--- src/rtl/clock_enable_gen.sv ---
// PLL lock filter, downstream reset generator and CHANNELS phase-aligned clock-enable dividers.
// Optional lock-loss counter enabled by defining CLOCK_ENABLE_GEN_LOSS_COUNT_EN.
module clock_enable_gen #(
    parameter int CHANNELS       = 2,
    parameter int DIV_WIDTH      = 8,
    parameter int DIV_DEFAULT    = 2,
    parameter int LOCK_CYCLES    = 1024,
    parameter int LOCK_CNT_WIDTH = 10
) (
    input  logic                          clock_in,
    input  logic                          reset_n,
    input  logic                          pll_locked,
    input  logic [CHANNELS*DIV_WIDTH-1:0] div_i,
    input  logic                          div_load,
    output logic                          locked,
    output logic                          rst_out_n,
`ifdef CLOCK_ENABLE_GEN_LOSS_COUNT_EN
    output logic [7:0]                    lock_loss_count,
`endif
    output logic [CHANNELS-1:0]           clk_en
);

    typedef enum logic [1:0] {
        WAIT_LOCK = 2'd0,
        COUNT     = 2'd1,
        LOCKED    = 2'd2
    } lock_state_t;

    localparam logic [LOCK_CNT_WIDTH-1:0] CNT_ZERO  = LOCK_CNT_WIDTH'(0);
    localparam logic [LOCK_CNT_WIDTH-1:0] CNT_ONE   = LOCK_CNT_WIDTH'(1);
    localparam logic [LOCK_CNT_WIDTH-1:0] CNT_LAST  = LOCK_CNT_WIDTH'(LOCK_CYCLES - 1);
    localparam logic [DIV_WIDTH-1:0]      DIV_ZERO  = DIV_WIDTH'(0);
    localparam logic [DIV_WIDTH-1:0]      DIV_ONE   = DIV_WIDTH'(1);
    localparam logic [DIV_WIDTH-1:0]      DIV_RESET = DIV_WIDTH'(DIV_DEFAULT);

    logic                      sync_r;
    logic                      pl_s;
    lock_state_t               state_r;
    lock_state_t               state_s;
    logic [LOCK_CNT_WIDTH-1:0] lock_cnt_r;
    logic [LOCK_CNT_WIDTH-1:0] lock_cnt_s;
    logic                      locked_r;
    logic                      rst_out_r;
    logic                      lock_nxt_s;
    logic                      run_s;
    logic [CHANNELS-1:0]       en_r;

    // Two-flop synchroniser for the asynchronous PLL lock input.
    always_ff @(posedge clock_in or negedge reset_n) begin
        if (!reset_n) begin
            sync_r <= 1'b0;
            pl_s   <= 1'b0;
        end else begin
            sync_r <= pll_locked;
            pl_s   <= sync_r;
        end
    end

    // Lock filter state and counter registers.
    always_ff @(posedge clock_in or negedge reset_n) begin
        if (!reset_n) begin
            state_r    <= WAIT_LOCK;
            lock_cnt_r <= CNT_ZERO;
        end else begin
            state_r    <= state_s;
            lock_cnt_r <= lock_cnt_s;
        end
    end

    // Lock filter next state: any low sample outside LOCKED restarts the full count.
    always_comb begin
        state_s    = state_r;
        lock_cnt_s = lock_cnt_r;
        case (state_r)
            WAIT_LOCK: begin
                lock_cnt_s = CNT_ZERO;
                if (pl_s) begin
                    state_s = COUNT;
                end else begin
                    state_s = WAIT_LOCK;
                end
            end
            COUNT: begin
                if (!pl_s) begin
                    state_s    = WAIT_LOCK;
                    lock_cnt_s = CNT_ZERO;
                end else if (lock_cnt_r == CNT_LAST) begin
                    state_s    = LOCKED;
                    lock_cnt_s = CNT_ZERO;
                end else begin
                    state_s    = COUNT;
                    lock_cnt_s = lock_cnt_r + CNT_ONE;
                end
            end
            LOCKED: begin
                lock_cnt_s = CNT_ZERO;
                if (!pl_s) begin
                    state_s = WAIT_LOCK;
                end else begin
                    state_s = LOCKED;
                end
            end
            default: begin
                state_s    = WAIT_LOCK;
                lock_cnt_s = CNT_ZERO;
            end
        endcase
    end

    // Dividers run only while locked now and staying locked, so lock loss clears them on the falling cycle.
    assign lock_nxt_s = (state_s == LOCKED);
    assign run_s      = locked_r & lock_nxt_s;

    // Registered lock flag and downstream reset; reset release lags lock by one cycle, drop is not delayed.
    always_ff @(posedge clock_in or negedge reset_n) begin
        if (!reset_n) begin
            locked_r  <= 1'b0;
            rst_out_r <= 1'b0;
        end else begin
            locked_r  <= lock_nxt_s;
            rst_out_r <= lock_nxt_s & locked_r;
        end
    end

    for (genvar i = 0; i < CHANNELS; i++) begin : g_chan
        logic [DIV_WIDTH-1:0] shadow_r;
        logic [DIV_WIDTH-1:0] cnt_r;

        // Per-channel divisor shadow, phase counter and enable pulse.
        always_ff @(posedge clock_in or negedge reset_n) begin
            if (!reset_n) begin
                shadow_r <= DIV_RESET;
                cnt_r    <= DIV_ZERO;
                en_r[i]  <= 1'b0;
            end else if (div_load) begin
                shadow_r <= div_i[i*DIV_WIDTH +: DIV_WIDTH];
                cnt_r    <= DIV_ZERO;
                en_r[i]  <= 1'b0;
            end else if (!run_s || (shadow_r == DIV_ZERO)) begin
                cnt_r    <= DIV_ZERO;
                en_r[i]  <= 1'b0;
            end else if (cnt_r == (shadow_r - DIV_ONE)) begin
                cnt_r    <= DIV_ZERO;
                en_r[i]  <= 1'b1;
            end else begin
                cnt_r    <= cnt_r + DIV_ONE;
                en_r[i]  <= 1'b0;
            end
        end
    end

`ifdef CLOCK_ENABLE_GEN_LOSS_COUNT_EN
    logic [7:0] loss_cnt_r;

    // Saturating count of LOCKED -> WAIT_LOCK transitions; cleared only by reset_n.
    always_ff @(posedge clock_in or negedge reset_n) begin
        if (!reset_n) begin
            loss_cnt_r <= 8'd0;
        end else if ((state_r == LOCKED) && (state_s == WAIT_LOCK) && (loss_cnt_r != 8'hFF)) begin
            loss_cnt_r <= loss_cnt_r + 8'd1;
        end else begin
            loss_cnt_r <= loss_cnt_r;
        end
    end

    assign lock_loss_count = loss_cnt_r;
`endif

    assign locked    = locked_r;
    assign rst_out_n = rst_out_r;
    assign clk_en    = en_r;

endmodule

--- config.mk ---
export PLATFORM = sky130hd
export DESIGN_NAME = clock_enable_gen
export DESIGN_NICKNAME = d
export VERILOG_FILES = /design/src/rtl/clock_enable_gen.sv
export SDC_FILE = /design/constraint.sdc
export NUM_CORES = 1
export LEC_CHECK = 0
export ABC_CLOCK_PERIOD_IN_PS = 2740
export CAP_MARGIN = 0
export CORE_ASPECT_RATIO = 1.4
export CORE_MARGIN = 4
export CORE_UTILIZATION = 55
export DETAILED_ROUTE_END_ITERATION = 8
export PLACE_DENSITY = 0.77
export SYNTH_ARGS = -nofsm -noshare
export SYNTH_HDL_FRONTEND = slang
export SYNTH_SLANG_ARGS = --single-unit
--- constraint.sdc ---
create_clock -name clock_in -period 2.74 [get_ports clock_in]
set_input_delay 0.822 -clock clock_in [delete_from_list [all_inputs] [get_ports clock_in]]
set_output_delay 0.822 -clock clock_in [all_outputs]
set_load 0.02 [all_outputs]
==> summary.md, run 1 <==
| Metric | Value |
|---|---|
| Hold Path Depth | `0` |
| Syn Inst Count | `240` |
| Htree depth | `2` |
| RSZ-0062 raised after global routing | `no` |
| Slew headroom | `61.76%` |
| Most frequent cells in the layout | `dfrtp_1, xor2_1, clkdlybuf4s50_1` |
| DP HPWL | `3536 um` |
| Post-CTS setup buffer count | `0` |
| Min Clock Period, post-route | `2131 ps` |
| Clock sinks | `50` |
| GP Congestion | `0.7679` |
| CTS tree | `yes` |
| Final setup vio count | `0` |
| Req. time, crit path | `~3000 ps` |
| Total wire length | `between 4000 and 5000 um` |
| Largest net degree at the start of global routing | `27` |
| Routed vias/inst | `5.334` |
| Crit. End Element | `flip-flop` |
| Top cell type's share of synthesized area | `46.35%` |
| Commonest non-fill, non-tap cell in the layout | `dfrtp_1` |
| Total grt overflow | `0` |
| Number of synthesized flops with an enable pin | `0` |
| Main synth FF type | `dfrtp_1` |
| VDD IR max | `around 0.00035 V` |
| Post-synthesis sequential area ratio | `between 40% and 50%` |
| Final #Nets | `a little under 300` |
| Setup TNS | `0 ps` |
| CP max FO | `9` |
| CTS Root Cell | `clkbuf_8` |
| Status | `completed` |
| Worst hold path endpoint | `pl_s$_DFF_PN0_` |
| FP Rows | `29` |
| Area Overhead vs Synth | `15.89%` |
| Antenna violations before repair | `0` |
| FF-to-FF End | `clk_en[0]$_DFF_PN0_` |
| Distinct cell type count after synthesis | `41` |
| PostCTS Resize Cnt | `0` |
| #FFs+latches synth | `50` |
| Total GRT Usage | `around 18%` |
| Power Total | `1.493 mW` |
| Leakage | `1.305 nW` |
| Initial drt markers | `129` |
| DRC viols | `0` |
| # IOs | `24` |
| Worst setup SP type | `flip-flop` |
| Synthesized cell area | `roughly 2600 um2` |
| Crit share post-route | `77.78%` |
| Worst R2R Path Depth | `5` |
| Final hold viol count | `0` |
| Number of global-route vias before repair | `1794` |
| Core area | `4536 um2` |
| Insertion delay to the later sink of the worst-skew pair | `300 ps` |
| Slew Viols, Final | `0` |
| Starting Density | `roughly 57%` |
| Routed Antenna Nets | `0` |
| Synth Net Count | `267` |
| Max Freq | `469.2 MHz` |
| Die Y | `around 90 um` |
| Port bufs | `23` |
| Drt first pass iters | `4` |
| Placed cells | `321` |
| Max cap viols | `0` |
| Crit Path Category | `flip-flop to flip-flop` |
| DR WL/cell | `14.14 um` |
| Tightest Pin Transition | `around 570 ps` |
| Warnings, synthesis | `0` |
| Worst hold path type | `flip-flop to flip-flop` |
| PwrDens | `between 400 and 500 nW/um2` |
| Worst endpoint data arrival time | `2370 ps` |
| Hold Startpoint | `sync_r$_DFF_PN0_` |
| Share of layout cells above drive strength 1 | `12.36%` |
| Async set-reset flop share out of synthesis | `100.0%` |
| Die area | `5889 um2` |
| Synth area leaders | `dfrtp_1, xor2_1, mux2_2` |
| Number of antenna repair diodes | `0` |
| Post-CTS Hold Buffers | `0` |
| Hold_ws | `363.1 ps` |
| Biggest area consumer among synthesized cells | `dfrtp_1` |
| Reg2reg setup slack | `610 ps` |
| Clock-pin slew of the registers on the worst-case setup and hold paths | `90 ps` |
| Final core occ | `66.21%` |
| Die width | `around 66 um` |
| R2R Path Start | `g_chan[0].shadow_r[3]$_DFFE_PN0P_` |
| First-pass GRT wire length | `between 8000 and 9000 um` |
| CTS buffer count | `5` |
| Via count | `around 1800` |
| Non-filler cells, final | `329` |
| CTS max path bufs | `2` |
| Syn Area/Cell | `10.80 um2` |
| Worst Skew | `6.012 ps` |
[final cells by class]
class,instances,area [um2]
Tap cell,62,77.57
Fill cell,373,1533
Inverter,5,18.77
Multi-Input combinational cell,178,1291
Sequential cell,50,1254
Clock inverter,3,45.04
Clock buffer,5,68.82
Timing Repair Buffer,26,247.7
[metrics by stage]
step           setup slack, ps  area (um2)
2_1_floorplan            815.1        2591
3_3_place_gp             653.2        2889
3_5_place_dp             565.9        2889
4_1_cts                  589.1        3003
5_1_grt                  450.5        3003
6_report                 608.9        3003
[logic make-up (layout without fill, tap and decap cells)]
| family | count (synthesis) | after routing | synth area share, % |
|---|---|---|---|
| flip-flops | 50 | 50 | 48.38 |
| adder cells (fa/ha/maj) | 7 | 7 | 3.380 |
| buffers and inverters | 12 | 39 | 1.786 |
| AND/OR/NAND/NOR | 100 | 100 | 21.05 |
| multiplexers | 13 | 13 | 5.649 |
| XOR/XNOR | 39 | 39 | 13.71 |
| AO/OA/AOI/OAI | 19 | 19 | 6.035 |
[sequential cells by signal (all words and copies together), names as in the netlist]
signal,cells
pl_s,1
clk_en,2
g_chan.shadow_r,16
state_r,2
lock_cnt_r,10
locked,1
g_chan.cnt_r,16
sync_r,1
rst_out_n,1
[layer usage]
metal	track usage, %	share of wire, %
met4	7.763	2.1
met1	22.40	43
met5	0	0
met2	31.02	51
met3	4.151	3.8
[power by group]
group          switching, mW  total, mW  internal [mW]
Clock                  0.246      0.518          0.272
Combinational         0.0824      0.174         0.0917
Sequential            0.0358      0.802          0.766
[critical path: stages (launching register included)]
cell and delay [ps]:
dfrtp_1 450, nor4_1 470, and2_1 210, o211ai_2 100, a2111oi_4 610, and3_1 240
[cell usage after synthesis (2+ instances only)]
cell / number
nor2_1: 16
nand3b_1: 3
xnor2_1: 9
nand4_1: 2
mux2_2: 12
and3_1: 10
xor2_1: 29
nand2_1: 15
nand3_1: 16
nor3_1: 16
nand2b_1: 3
dfstp_2: 2
and2_1: 2
o21a_1: 2
or2_2: 2
a21oi_1: 3
a2bb2oi_1: 2
clkbuf_1: 6
nor4_1: 3
o31ai_1: 2
nor3b_1: 3
ha_1: 7
o21ai_0: 5
nor2b_1: 2
dfrtp_1: 48
inv_1: 5
[worst max-delay path by stage]
stage | endpoint | slack [ps] | start | cells past startpoint
6_report | clk_en[0]$_DFF_PN0_ | 610 | g_chan[0].shadow_r[3]$_DFFE_PN0P_ | 5
5_1_grt | g_chan[0].cnt_r[2]$_DFF_PN0_ | 450 | g_chan[0].shadow_r[3]$_DFFE_PN0P_ | 5
4_1_cts | locked | 590 | locked$_DFF_PN0_ | 1
3_5_place_dp | g_chan[0].cnt_r[2]$_DFF_PN0_ | 570 | div_load | 4
3_3_place_gp | g_chan[0].cnt_r[1]$_DFF_PN0_ | 650 | div_load | 4
2_1_floorplan | clk_en[1]$_DFF_PN0_ | 820 | g_chan[1].shadow_r[1]$_DFFE_PN1P_ | 7
Note: power is estimated with default switching activity, not from simulation.
==> inputs of run 2 (changes only) <==
- ABC_CLOCK_PERIOD_IN_PS: 2740 -> 1900
- CORE_UTILIZATION: 55 -> 51
- PLACE_DENSITY: 0.77 -> 0.75
- clock period: 2.74 -> 1.9 ns (I/O delays scaled with it)
==> summary.md, run 2 (same netlist as run 1, synthesis figures left out) <==
| Metric | Value |
|---|---|
| Status | `finished, violations left` |
| Failing checks | `setup timing` |
| Slew Viols, Final | `0` |
| Slew headroom | `a little under three quarters` |
| Power Total | `2.221 mW` |
| Port bufs | `23` |
| Regs by FF count | `g_chan.cnt_r x16, g_chan.shadow_r x16, lock_cnt_r x10` |
| Tightest Pin Transition | `about 420 ps` |
| Drt first pass iters | `4` |
| CTS tree | `yes` |
| Commonest non-fill, non-tap cell in the layout | `dfrtp_1` |
| Final worst slack | `-4.332 ps` |
| Number of global-route vias before repair | `1871` |
| Number of antenna repair diodes | `0` |
| Leakage | `1.411 nW` |
| Worst hold path type | `input pin to async pin` |
| Worst setup SP type | `flip-flop` |
| Starting Density | `53.10%` |
| Area Overhead vs Synth | `24.29%` |
| Die width | `68.24 um` |
| VDD IR max | `approximately 0.00062 V` |
| Most frequent cells in the layout | `dfrtp_1, xor2_1, clkdlybuf4s50_1` |
| R2R Path Start | `g_chan[0].shadow_r[1]$_DFFE_PN1P_` |
| FP Rows | `30` |
| Critical Path Stages | `7` |
| CP max FO | `5` |
| Worst Setup EP | `clk_en[0]$_DFF_PN0_` |
| CTS Root Cell | `clkbuf_8` |
| Req. time, crit path | `2150 ps` |
| DR WL/cell | `15.00 um` |
| Final hold viol count | `0` |
| Hold_ws | `182.1 ps` |
| Slowest stage delay, CP | `550 ps` |
| Core area | `4880 um2` |
| Placed cells | `333` |
| Worst endpoint data arrival time | `2150 ps` |
| Antenna violations before repair | `0` |
| FF-to-FF End | `clk_en[0]$_DFF_PN0_` |
| Reg2reg setup slack | `-4 ps` |
| RSZ-0062 raised after global routing | `yes` |
| Total grt overflow | `0` |
| Clock sinks | `50` |
| Sum of buffers and inverters on the critical path | `2` |
| Crit share post-route | `100.2%` |
| Via count | `1860` |
| First-pass GRT wire length | `8597 um` |
| Psw | `552.9 uW` |
| Clock Power Share | `33.9%` |
| Htree depth | `2` |
| GP Congestion | `0.7897` |
| CTS buffer count | `5` |
| Crit. End Element | `flip-flop` |
| Crit path from | `g_chan[0].shadow_r[1]$_DFFE_PN1P_` |
| DRC viols | `0` |
| Clock-pin slew of the registers on the worst-case setup and hold paths | `90 ps` |
| Total wire length | `a little over 5000 um` |
| Min Clock Period, post-route | `1904 ps` |
| Share of layout cells above drive strength 1 | `23.49%` |
| PwrDens | `689.6 nW/um2` |
| Worst Skew | `7.862 ps` |
| Largest delay share family, worst path | `flip-flops` |
| Reg power frac | `approximately 52%` |
| Routed vias/inst | `about 5.4` |
| DP HPWL | `about 3700 um` |
| Crit-path cells | `inv_2 > ha_4 > xor2_1 > nand3_1 > a2111oi_4 > buf_4 > and3_1` |
| Final #Nets | `307` |
| Insertion delay to the later sink of the worst-skew pair | `around 300 ps` |
| Post-CTS Hold Buffers | `0` |
| Max Freq | `525.1 MHz` |
| Internal | `1.668 mW` |
| Crit Path Category | `flip-flop to flip-flop` |
| Combinational Power Share | `14.1%` |
| CTS max path bufs | `2` |
| Sw frac | `24.89%` |
| Initial drt markers | `123` |
| Final setup vio count | `1` |
| Largest net degree at the start of global routing | `34` |
| Max cap viols | `0` |
| Total GRT Usage | `18.03%` |
| Routed Antenna Nets | `0` |
| Die area | `6301 um2` |
| Die Y | `92.34 um` |
| Slowest-stage cell, CP | `dfstp_2` |
| # IOs | `24` |
| Worst R2R Path Depth | `7` |
| Non-filler cells, final | `~350` |
==> run 2: area by class of cell <==
class | instances | area [um2]
Clock buffer | 5 | 68.82
Clock inverter | 3 | 43.79
Fill cell | 387 | 1659
Inverter | 5 | 18.77
Multi-Input combinational cell | 178 | 1385
Sequential cell | 50 | 1256
Tap cell | 64 | 80.08
Timing Repair Buffer | 40 | 367.9
==> run 2: through the flow <==
step                      instance area (um2)  setup WS, ps  util (%)  setup TNS, ps
after floorplan                          2591         14.05         -              0
after global placement                   2979        -8.336     61.05         -17.83
after detailed placement                 2979        -46.17     61.05         -151.7
after CTS                                3131         6.080     64.15              0
after global routing                     3221        -78.88     66.00         -917.8
final                                    3221        -4.332     66.00         -4.332
==> run 2: worst min-delay path by stage <==
stage	from	endpoint	slack, ps	cells past startpoint
finish	reset_n	g_chan[1].cnt_r[5]$_DFF_PN0_	180	1
global route	reset_n	g_chan[1].cnt_r[6]$_DFF_PN0_	210	1
CTS	reset_n	g_chan[1].cnt_r[5]$_DFF_PN0_	190	1
detailed placement	sync_r$_DFF_PN0_	pl_s$_DFF_PN0_	340	0
global placement	sync_r$_DFF_PN0_	pl_s$_DFF_PN0_	340	0
floorplan	reset_n	clk_en[0]$_DFF_PN0_	270	0
==> run 2: routing by layer <==
layer | vias to the layer above | part of all wire (%) | GRT usage (%)
met5 | - | 0 | 0
met2 | 28 | 52 | 29.53
met1 | 920 | 43 | 22.76
li1 | 908 | - | -
met3 | 4 | 3.1 | 3.762
met4 | 0 | 1.6 | 7.131
==> run 2: worst register-to-register path, stage by stage, from the launching register on <==
cell	delay, ps
dfstp_2	550
inv_2	60
ha_4	260
xor2_1	130
nand3_1	130
a2111oi_4	370
buf_4	200
and3_1	140
==> run 2: timing repair <==
| action | in CTS | in global routing |
|---|---|---|
| setup endpoints to repair | 17 | 19 |
| endpoints found under the hold margin | 0 | 0 |
| pin swaps | 3 | 8 |
| gates resized for setup | 8 | 17 |
| setup buffers | 1 | 2 |
| cloned | 1 | 0 |
==> run 2: power by group through the flow <==
| stage | clock, mW | sequential (mW) | combinational, mW |
|---|---|---|---|
| 4_1_cts | 0.772 | 1.15 | 0.294 |
| 5_1_grt | 0.826 | 1.16 | 0.343 |
| 3_5_place_dp | 0 | 1.17 | 0.275 |
| 6_report | 0.753 | 1.16 | 0.313 |
| 3_3_place_gp | 0 | 1.17 | 0.269 |
| 2_1_floorplan | 0 | 1.16 | 0.174 |
==> inputs of run 3 (changes only) <==
- SKIP_LAST_GASP: unset -> 1
==> summary.md, run 3 (same netlist as run 1, synthesis figures left out) <==
| Metric | Value |
|---|---|
| Status | `finished, violations left` |
| Failing checks | `setup timing` |
| Slowest stage delay, CP | `560 ps` |
| CTS Root Cell | `clkbuf_8` |
| Commonest non-fill, non-tap cell in the layout | `dfrtp_1` |
| # IOs | `24` |
| Crit. End Element | `flip-flop` |
| DP HPWL | `3695 um` |
| Post-CTS Hold Buffers | `0` |
| Final worst slack | `-7.586 ps` |
| CTS tree | `yes` |
| Leakage | `~1.4 nW` |
| Share of layout cells above drive strength 1 | `around a quarter` |
| Port bufs | `23` |
| Internal | `around 1.7 mW` |
| Tightest Pin Transition | `420.2 ps` |
| CTS max path bufs | `2` |
| Combinational Power Share | `14.1%` |
| Initial drt markers | `between 100 and 150` |
| RSZ-0062 raised after global routing | `yes` |
| FP Rows | `30` |
| VDD IR max | `0.0006240 V` |
| Min Clock Period, post-route | `1908 ps` |
| Core area | `4880 um2` |
| Slew headroom | `71.99%` |
| DRC viols | `0` |
| Total wire length | `5124 um` |
| CP max FO | `5` |
| Clock-pin slew of the registers on the worst-case setup and hold paths | `roughly 90 ps` |
| Worst Skew | `7.580 ps` |
| First-pass GRT wire length | `~8600 um` |
| Most frequent cells in the layout | `dfrtp_1, xor2_1, clkdlybuf4s50_1, nor2_1, nand3_1` |
| Number of antenna repair diodes | `0` |
| Starting Density | `53.10%` |
| Setup TNS | `-7.586 ps` |
| Non-filler cells, final | `345` |
| Largest delay share family, worst path | `flip-flops` |
| Slew Viols, Final | `0` |
| CTS buffer count | `5` |
| Final #Nets | `307` |
| Drt first pass iters | `4` |
| Max Freq | `~520 MHz` |
| Via count | `1859` |
| Worst hold path type | `input pin to async pin` |
| DR WL/cell | `14.85 um` |
| Slowest-stage cell, CP | `dfstp_2` |
| Regs by FF count | `g_chan.cnt_r x16, g_chan.shadow_r x16, lock_cnt_r x10` |
| Max cap viols | `0` |
| Insertion delay to the later sink of the worst-skew pair | `300 ps` |
| Largest net degree at the start of global routing | `34` |
| Die area | `6301 um2` |
| PwrDens | `686.9 nW/um2` |
| Crit share post-route | `100.4%` |
| Total grt overflow | `0` |
| Routed vias/inst | `5.388` |
| Worst endpoint data arrival time | `2150 ps` |
| Area Overhead vs Synth | `24.63%` |
| Final hold viol count | `0` |
| Number of global-route vias before repair | `between 1500 and 2000` |
| Crit-path cells | `inv_2 > ha_4 > xor2_1 > nand3_1 > a2111oi_4 > buf_4 > and3_1` |
| Antenna violations before repair | `0` |
| Htree depth | `2` |
| Final setup vio count | `1` |
| Die Y | `92.34 um` |
| Reg power frac | `52.1%` |
| Req. time, crit path | `approximately 2100 ps` |
| Clock Power Share | `33.8%` |
| Sw frac | `24.79%` |
| GP Congestion | `0.7897` |
| Placed cells | `333` |
| # fillers | `approximately 390` |
| Clock sinks | `50` |
| Sequential cell area | `1256 um2` |
| Die width | `between 60 and 70 um` |
| Worst setup SP type | `flip-flop` |
| Crit Path Category | `flip-flop to flip-flop` |
| Sum of buffers and inverters on the critical path | `2` |
| Total GRT Usage | `17.93%` |
| Area of the multi-input gates | `1390 um2` |
| Routed Antenna Nets | `0` |
| Psw | `549.9 uW` |
-- run 3: cell counts in the layout (fill, tap and decap cells not counted) --
No cell type changed its count.
-- run 3: final timing paths --
kind / from / end / slack [ps] / cells after the start
worst max-delay path: g_chan[0].shadow_r[1]$_DFFE_PN1P_ / clk_en[0]$_DFF_PN0_ / -8 / 7
worst min-delay path: reset_n / g_chan[1].cnt_r[5]$_DFF_PN0_ / 180 / 1
worst max register to register: g_chan[0].shadow_r[1]$_DFFE_PN1P_ / clk_en[0]$_DFF_PN0_ / -8 / 7
worst min register to register: sync_r$_DFF_PN0_ / pl_s$_DFF_PN0_ / 360 / 0
max in group asynchronous: reset_n / g_chan[0].shadow_r[1]$_DFFE_PN1P_ / 1130 / 2
min in group clock_in: sync_r$_DFF_PN0_ / pl_s$_DFF_PN0_ / 360 / 0
-- run 3: layout make-up --
| type | count | share of cell area, % |
|---|---|---|
| well taps | 64 | 2.480 |
| clock inverters | 3 | 1.356 |
| repair buffers | 40 | 11.51 |
| clock buffers | 5 | 2.131 |
| inverters | 5 | 0.5812 |
| flip-flops and latches | 50 | 38.90 |
| multi-input cells | 178 | 43.05 |
-- run 3: repair_timing --
item / in CTS / in global routing
endpoints found under the hold margin: 0 / 0
buffers inserted: 1 / 2
gates resized for setup: 7 / 20
setup endpoints to repair: 17 / 19
cloned: 1 / 0
pin swaps: 3 / 8
-- run 3: stage by stage --
step                      instance area [um2]  utilization [%]  setup WS [ps]  hold slack, ps  power, mW
after floorplan                          2591                -          14.05           274.4      1.331
after global placement                   2979            61.05         -8.336           335.4      1.441
after detailed placement                 2979            61.05         -46.17           340.5      1.448
after CTS                                3120            63.95         -5.938           194.8      2.212
after global routing                     3229            66.18         -102.9           205.1      2.331
final                                    3229            66.18         -7.586           184.2      2.218
-- run 3: routing by layer --
| metal | GRT usage, % | share of wire [%] |
|---|---|---|
| met1 | 22.28 | 43 |
| met2 | 29.69 | 52 |
| met3 | 3.762 | 3.2 |
| met4 | 7.131 | 1.3 |
| met5 | 0 | 0 |
-- run 3: power groups by stage --
stage / Sequential, mW / Combinational [mW] / Clock (mW)
after floorplan: 1.16 / 0.174 / 0
after global placement: 1.17 / 0.269 / 0
after detailed placement: 1.17 / 0.275 / 0
after CTS: 1.15 / 0.289 / 0.772
after global routing: 1.16 / 0.342 / 0.826
final: 1.16 / 0.312 / 0.750
